`src/rtl/sync_fifo_ndeep_if.sv`:
```
// rtl/sync_fifo_ndeep_if.sv - write/read/status bundle of the single-clock FIFO
interface sync_fifo_ndeep_if #(
   parameter int DATA_WIDTH         = 8,
   parameter int BUFFER_DEPTH_POWER = 2
);
   logic                          wr_en_i;
   logic [DATA_WIDTH-1:0]         wr_data_i;
   logic                          wr_rdy_o;
   logic                          rd_en_i;
   logic                          rd_rdy_o;
   logic [DATA_WIDTH-1:0]         rd_data_o;
   logic                          rd_vld_o;
   logic [BUFFER_DEPTH_POWER:0]   level_o;
   logic                          almost_full_o;
   logic                          almost_empty_o;
   logic                          ovf_o;
   logic                          udf_o;
   logic                          clr_err_i;

   modport master (
      output wr_en_i, wr_data_i, rd_en_i, clr_err_i,
      input  wr_rdy_o, rd_rdy_o, rd_data_o, rd_vld_o, level_o,
             almost_full_o, almost_empty_o, ovf_o, udf_o
   );

   modport slave (
      input  wr_en_i, wr_data_i, rd_en_i, clr_err_i,
      output wr_rdy_o, rd_rdy_o, rd_data_o, rd_vld_o, level_o,
             almost_full_o, almost_empty_o, ovf_o, udf_o
   );
endinterface

```
`src/rtl/sync_fifo_ndeep.sv`:
```
// rtl/sync_fifo_ndeep.sv - single-clock circular-buffer FIFO, standard or first-word-fall-through read
module sync_fifo_ndeep #(
   parameter int DATA_WIDTH         = 8,
   parameter int BUFFER_DEPTH_POWER = 2,
   parameter bit FWFT               = 1'b0,
   parameter int AFULL_THRESH       = 3,
   parameter int AEMPTY_THRESH      = 1
) (
   input  logic              clk_i,
   input  logic              rst_i,
   sync_fifo_ndeep_if.slave  bus
);
   localparam int DEPTH = 2 ** BUFFER_DEPTH_POWER;
   localparam int PW    = BUFFER_DEPTH_POWER + 1;

   logic [DATA_WIDTH-1:0] r_mem [DEPTH];
   logic [PW-1:0]         r_wr_ptr;
   logic [PW-1:0]         r_rd_ptr;
   logic [DATA_WIDTH-1:0] r_rd_data;
   logic                  r_rd_vld;
   logic                  r_ovf;
   logic                  r_udf;

   logic                  w_empty;
   logic                  w_full;
   logic                  w_rd_rdy;
   logic                  w_acc_wr;
   logic                  w_acc_rd;
   logic [PW-1:0]         w_level;
   logic [PW-1:0]         w_wr_ptr_nxt;
   logic [PW-1:0]         w_rd_ptr_nxt;

   // Pointers carry one extra wrap bit so full and empty are distinguishable.
   assign w_empty      = (r_wr_ptr == r_rd_ptr);
   assign w_full       = (r_wr_ptr[PW-1] != r_rd_ptr[PW-1]) &&
                         (r_wr_ptr[PW-2:0] == r_rd_ptr[PW-2:0]);
   assign w_level      = r_wr_ptr - r_rd_ptr;
   assign w_rd_rdy     = FWFT ? r_rd_vld : !w_empty;
   assign w_acc_wr     = bus.wr_en_i & !w_full;
   assign w_acc_rd     = bus.rd_en_i & w_rd_rdy;
   assign w_wr_ptr_nxt = r_wr_ptr + PW'(w_acc_wr);
   assign w_rd_ptr_nxt = r_rd_ptr + PW'(w_acc_rd);

   always_ff @(posedge clk_i) begin
      if (w_acc_wr) begin
         r_mem[r_wr_ptr[PW-2:0]] <= bus.wr_data_i;
      end
   end

   always_ff @(posedge clk_i or posedge rst_i) begin
      if (rst_i) begin
         r_wr_ptr <= '0;
         r_rd_ptr <= '0;
      end else begin
         r_wr_ptr <= w_wr_ptr_nxt;
         r_rd_ptr <= w_rd_ptr_nxt;
      end
   end

   generate
      if (FWFT) begin : g_fwft
         // The head word stays in its memory slot while shown, so capacity remains DEPTH.
         logic w_avail_nxt;
         logic w_load;
         logic [DATA_WIDTH-1:0] w_head_nxt;

         assign w_avail_nxt = (w_wr_ptr_nxt != w_rd_ptr_nxt);
         assign w_load      = w_avail_nxt & (w_acc_rd | !r_rd_vld);
         assign w_head_nxt  = (w_rd_ptr_nxt == r_wr_ptr) ? bus.wr_data_i
                                                         : r_mem[w_rd_ptr_nxt[PW-2:0]];

         always_ff @(posedge clk_i or posedge rst_i) begin
            if (rst_i) begin
               r_rd_data <= '0;
               r_rd_vld  <= 1'b0;
            end else begin
               r_rd_vld <= w_avail_nxt;
               if (w_load) begin
                  r_rd_data <= w_head_nxt;
               end
            end
         end
      end else begin : g_std
         always_ff @(posedge clk_i or posedge rst_i) begin
            if (rst_i) begin
               r_rd_data <= '0;
               r_rd_vld  <= 1'b0;
            end else begin
               r_rd_vld <= w_acc_rd;
               if (w_acc_rd) begin
                  r_rd_data <= r_mem[r_rd_ptr[PW-2:0]];
               end
            end
         end
      end
   endgenerate

   // A new error in the same cycle as a clear keeps the flag set.
   always_ff @(posedge clk_i or posedge rst_i) begin
      if (rst_i) begin
         r_ovf <= 1'b0;
         r_udf <= 1'b0;
      end else begin
         if (bus.wr_en_i & w_full) begin
            r_ovf <= 1'b1;
         end else if (bus.clr_err_i) begin
            r_ovf <= 1'b0;
         end
         if (bus.rd_en_i & !w_rd_rdy) begin
            r_udf <= 1'b1;
         end else if (bus.clr_err_i) begin
            r_udf <= 1'b0;
         end
      end
   end

   assign bus.wr_rdy_o       = !w_full;
   assign bus.rd_rdy_o       = w_rd_rdy;
   assign bus.rd_data_o      = r_rd_data;
   assign bus.rd_vld_o       = r_rd_vld;
   assign bus.level_o        = w_level;
   assign bus.almost_full_o  = (w_level >= PW'(AFULL_THRESH));
   assign bus.almost_empty_o = (w_level <= PW'(AEMPTY_THRESH));
   assign bus.ovf_o          = r_ovf;
   assign bus.udf_o          = r_udf;
endmodule

```
`src/flat_wrapper.sv`:
```
// flat-port wrapper written by rule: the top's interface ports become plain ports
module sync_fifo_ndeep_flat 
#(
   parameter int DATA_WIDTH         = 8,
   parameter int BUFFER_DEPTH_POWER = 2,
   parameter bit FWFT               = 1'b0,
   parameter int AFULL_THRESH       = 3,
   parameter int AEMPTY_THRESH      = 1
)
  (clk_i, rst_i, bus_wr_en_i, bus_wr_data_i, bus_rd_en_i, bus_clr_err_i, bus_wr_rdy_o, bus_rd_rdy_o, bus_rd_data_o, bus_rd_vld_o, bus_level_o, bus_almost_full_o, bus_almost_empty_o, bus_ovf_o, bus_udf_o);
  sync_fifo_ndeep_if #(.DATA_WIDTH(DATA_WIDTH), .BUFFER_DEPTH_POWER(BUFFER_DEPTH_POWER)) bus_i ();
  input  logic clk_i;
  input  logic rst_i;
  input wire logic [$bits(bus_i.wr_en_i)-1:0] bus_wr_en_i;
  input wire logic [$bits(bus_i.wr_data_i)-1:0] bus_wr_data_i;
  input wire logic [$bits(bus_i.rd_en_i)-1:0] bus_rd_en_i;
  input wire logic [$bits(bus_i.clr_err_i)-1:0] bus_clr_err_i;
  output wire logic [$bits(bus_i.wr_rdy_o)-1:0] bus_wr_rdy_o;
  output wire logic [$bits(bus_i.rd_rdy_o)-1:0] bus_rd_rdy_o;
  output wire logic [$bits(bus_i.rd_data_o)-1:0] bus_rd_data_o;
  output wire logic [$bits(bus_i.rd_vld_o)-1:0] bus_rd_vld_o;
  output wire logic [$bits(bus_i.level_o)-1:0] bus_level_o;
  output wire logic [$bits(bus_i.almost_full_o)-1:0] bus_almost_full_o;
  output wire logic [$bits(bus_i.almost_empty_o)-1:0] bus_almost_empty_o;
  output wire logic [$bits(bus_i.ovf_o)-1:0] bus_ovf_o;
  output wire logic [$bits(bus_i.udf_o)-1:0] bus_udf_o;
  assign bus_i.wr_en_i = bus_wr_en_i;
  assign bus_i.wr_data_i = bus_wr_data_i;
  assign bus_i.rd_en_i = bus_rd_en_i;
  assign bus_i.clr_err_i = bus_clr_err_i;
  assign bus_wr_rdy_o = bus_i.wr_rdy_o;
  assign bus_rd_rdy_o = bus_i.rd_rdy_o;
  assign bus_rd_data_o = bus_i.rd_data_o;
  assign bus_rd_vld_o = bus_i.rd_vld_o;
  assign bus_level_o = bus_i.level_o;
  assign bus_almost_full_o = bus_i.almost_full_o;
  assign bus_almost_empty_o = bus_i.almost_empty_o;
  assign bus_ovf_o = bus_i.ovf_o;
  assign bus_udf_o = bus_i.udf_o;
  sync_fifo_ndeep #(.DATA_WIDTH(DATA_WIDTH), .BUFFER_DEPTH_POWER(BUFFER_DEPTH_POWER), .FWFT(FWFT), .AFULL_THRESH(AFULL_THRESH), .AEMPTY_THRESH(AEMPTY_THRESH)) u_core (.clk_i(clk_i), .rst_i(rst_i), .bus(bus_i));
endmodule
```
`config.mk`:
```
export PLATFORM = sky130hd
export DESIGN_NAME = sync_fifo_ndeep_flat
export DESIGN_NICKNAME = d
export VERILOG_FILES = /design/src/rtl/sync_fifo_ndeep_if.sv /design/src/rtl/sync_fifo_ndeep.sv /design/src/flat_wrapper.sv
export SDC_FILE = /design/constraint.sdc
export NUM_CORES = 1
export LEC_CHECK = 0
export ABC_AREA = 1
export CELL_PAD_IN_SITES_DETAIL_PLACEMENT = 1
export CELL_PAD_IN_SITES_GLOBAL_PLACEMENT = 2
export CORE_MARGIN = 10
export CORE_UTILIZATION = 37
export DETAILED_ROUTE_END_ITERATION = 10
export GPL_ROUTABILITY_DRIVEN = 0
export HOLD_SLACK_MARGIN = 0.02
export PLACE_DENSITY_LB_ADDON = 0.1
export SLEW_MARGIN = 20
export SYNTH_ARGS = -nofsm -noshare
export SYNTH_HDL_FRONTEND = slang
export SYNTH_SLANG_ARGS = --single-unit
```
`constraint.sdc`:
```
create_clock -name clk_i -period 4.1 [get_ports clk_i]
set_input_delay 0.41 -clock clk_i [delete_from_list [all_inputs] [get_ports clk_i]]
set_output_delay 0.41 -clock clk_i [all_outputs]
set_load 0.03 [all_outputs]
```
==> impl_metrics.tcl <==
set metrics [dict create \
    worst_slew_pin_slew_ns 0.932 \
    routed_wl_um 4760 \
    clock_latency_ns 0.30 \
    vias 1423 \
    synth_seq_cells 49 \
    cts_hold_buf 0 \
    synth_cells 207 \
    irDropWorstVdd_v 0.000625 \
    crit_buf_inv 2 \
    die_area_um2 9250 \
    final_nets 261 \
    cpMaxStageDelayCell "dfrtp_1" \
    ant_nets 0 \
    avgSynthCellArea_um2 10.4 \
    antenna_found_initial 0 \
    start_util_pct 38.5 \
    totalPowerFinal_mw 2.31 \
    post-cts-setup-buffers 0 \
    hold_violations 0 \
    critical_path.cell_chain "ha_1, inv_1, fa_1, xor2_1, nor2_1, clkdlybuf4s50_1" \
    first_pass_iters 4 \
    gr-total-overflow 0 \
    dp_hpwl_um 3550 \
    crit_family "flip-flops" \
    finalCriticalPeriod_ns 3.24 \
    post_drt_wl_per_cell_um 15.2 \
    maxSlewViolCount 0 \
    syn_area_um2 2150 \
    status "finished, final reports clean" \
    antenna_cells 0 \
    yosysWarnings 0 \
    rows 27 \
    power_per_cell_area_nw_per_um2 881 \
    critPathCaptureType "output pin" \
    dieHeight_um 96.2 \
    cts_tree "built" \
    grt_pass1_vias 1500 \
    area_growth_pct 22.3 \
    slew_headroom_pct 37.6 \
    cp.arrival_ns 2.83 \
    cts.clk_slew.worst_paths_ns 0.09 \
    grt_usage_pct 10.9 \
    hold_slack_ns 0.482 \
    critPathMaxFanout 27 \
    numPortBuffers 30 \
    min_period_over_period_pct 79.0 \
    drt-initial-drc-count 41 \
    final_layout_size_suffix_gt1_share_pct 8.26 \
    io_pins 31 \
    syn_nets 227 \
    p_leak_nw 1.20 \
    mostFrequentLayoutCells "nand2_1 (69), inv_1 (34), edfxtp_1 (32), clkdlybuf4s50_1 (30)" \
    synth-seq-area-share_pct 64.6 \
    grt_pass1_wl_um 7510 \
    rsz0062_at_grt "false" \
    via_per_inst 4.53 \
    drc 0 \
    clock-root-buffer "clkbuf_8" \
    yosysUniqueCellTypes 20 \
    setup-tns-final_ns 0 \
    worstSetupStartpointType "flop" \
    cts_max_path_buffers 2 \
    setup_viol 0 \
    maxCapViolations 0 \
    grt_max_degree 28 \
    required_ns 3.69 \
    htree_levels 2 \
    skew_ns 0.00532 \
    cts_buffers 5 \
    cp_slowest_stage_delay_ns 0.86 \
    final_common_cell "nand2_1" \
    cts_sinks 49 \
    max_freq_ghz 0.309 \
    core_um2 5570 \
    crit_type "reg2out" \
    cts_resized 0 \
    hold_class "reg2reg" \
    fp.dieW_um 96.2 \
]
-- through the flow --
stage,std cells,setup slack (ns),utilization (%),instance area [um^2]
after global placement,306,1.26,45.2,2520
after global routing,314,0.715,47.1,2630
after detailed placement,306,1.18,45.2,2520
final,314,0.863,47.1,2630
after floorplan,207,1.77,-,2150
after CTS,314,0.841,47.1,2630
-- power by group --
group          leakage, nW  internal [mW]  switching [mW]  total, mW
Clock               0.0528          0.180           0.155      0.336
Sequential           0.501          0.689           0.128      0.817
Combinational        0.646          0.438           0.723       1.16
Total                 1.20           1.31            1.01       2.31
-- layer usage --
| layer | track usage [%] | routed length [um] | vias up |
|---|---|---|---|
| met5 | 0 | 0 | - |
| met4 | 4.42 | 72 | 0 |
| met3 | 3.74 | 283 | 8 |
| met2 | 18.8 | 2380 | 30 |
| met1 | 12.0 | 2030 | 675 |
| li1 | - | - | 710 |
-- final timing paths --
check / startpoint / to / slack [ns] / cells past startpoint
max: u_core.r_rd_ptr[0]$_DFF_PP0_ / bus_almost_empty_o / 0.86 / 6
min: u_core.bus.rd_data_o[7]$_DFFE_PP0P_ / u_core.bus.rd_data_o[7]$_DFFE_PP0P_ / 0.48 / 2
max reg2reg: u_core.r_rd_ptr[0]$_DFF_PP0_ / u_core.r_mem[0][6]$_DFFE_PP_ / 1.39 / 6
min reg2reg: u_core.bus.rd_data_o[7]$_DFFE_PP0P_ / u_core.bus.rd_data_o[7]$_DFFE_PP0P_ / 0.48 / 2
max in group asynchronous: rst_i / u_core.r_wr_ptr[0]$_DFF_PP0_ / 3.16 / 2
min in group asynchronous: rst_i / u_core.bus.rd_data_o[4]$_DFFE_PP0P_ / 0.51 / 2
-- synthesized netlist by cell type --
cell type | instances | area [um^2]
nand2_4 | 1 | 11.3
buf_4 | 1 | 7.51
nand2_2 | 3 | 18.8
or2_1 | 1 | 6.26
inv_1 | 34 | 128
inv_2 | 4 | 15.0
fa_1 | 1 | 20.0
or2_2 | 5 | 31.3
buf_2 | 2 | 10.0
nor2_1 | 5 | 18.8
dfrtp_1 | 17 | 425
xor2_1 | 4 | 35.0
nand2_1 | 69 | 259
ha_1 | 6 | 75.1
nand3_1 | 17 | 85.1
a21oi_4 | 1 | 16.3
o21ai_0 | 1 | 5.00
or2_0 | 2 | 12.5
o22ai_1 | 1 | 6.26
edfxtp_1 | 32 | 961
-- worst register-to-register path, delay by kind of cell, from the launching register on --
kind                       cells  cell delay, ns
and+or+nand+nor                4            1.01
adders and majority gates      1            0.37
buffers and inverters          1            0.10
DFF                            1            0.86
-- cell families after synthesis --
| family | after synthesis | synth area share, % |
|---|---|---|
| AOI/OAI and AO/OA | 3 | 1.28 |
| xor gates and xnor gates | 4 | 1.63 |
| adders and majority gates | 7 | 4.43 |
| buffers and inverters | 41 | 7.46 |
| DFF | 49 | 64.6 |
| and+or+nand+nor | 103 | 20.6 |
-- layout make-up --
type                            count  area, um^2
Fill cell                         635        2950
Multi-Input combinational cell    117         601
Clock buffer                        6        72.6
Tap cell                           72        90.1
Inverter                           38         143
Sequential cell                    49        1390
Clock inverter                      2        33.8
Timing Repair Buffer               30         300
-- state kept, by name (all words and copies together) (netlist names) --
name / count
u_core.r_wr_ptr: 3
u_core.r_mem: 32
u_core.bus.rd_data_o: 8
u_core.bus.ovf_o: 1
u_core.r_rd_ptr: 3
u_core.bus.udf_o: 1
u_core.bus.rd_vld_o: 1
Power figures use the tool's default switching activity.
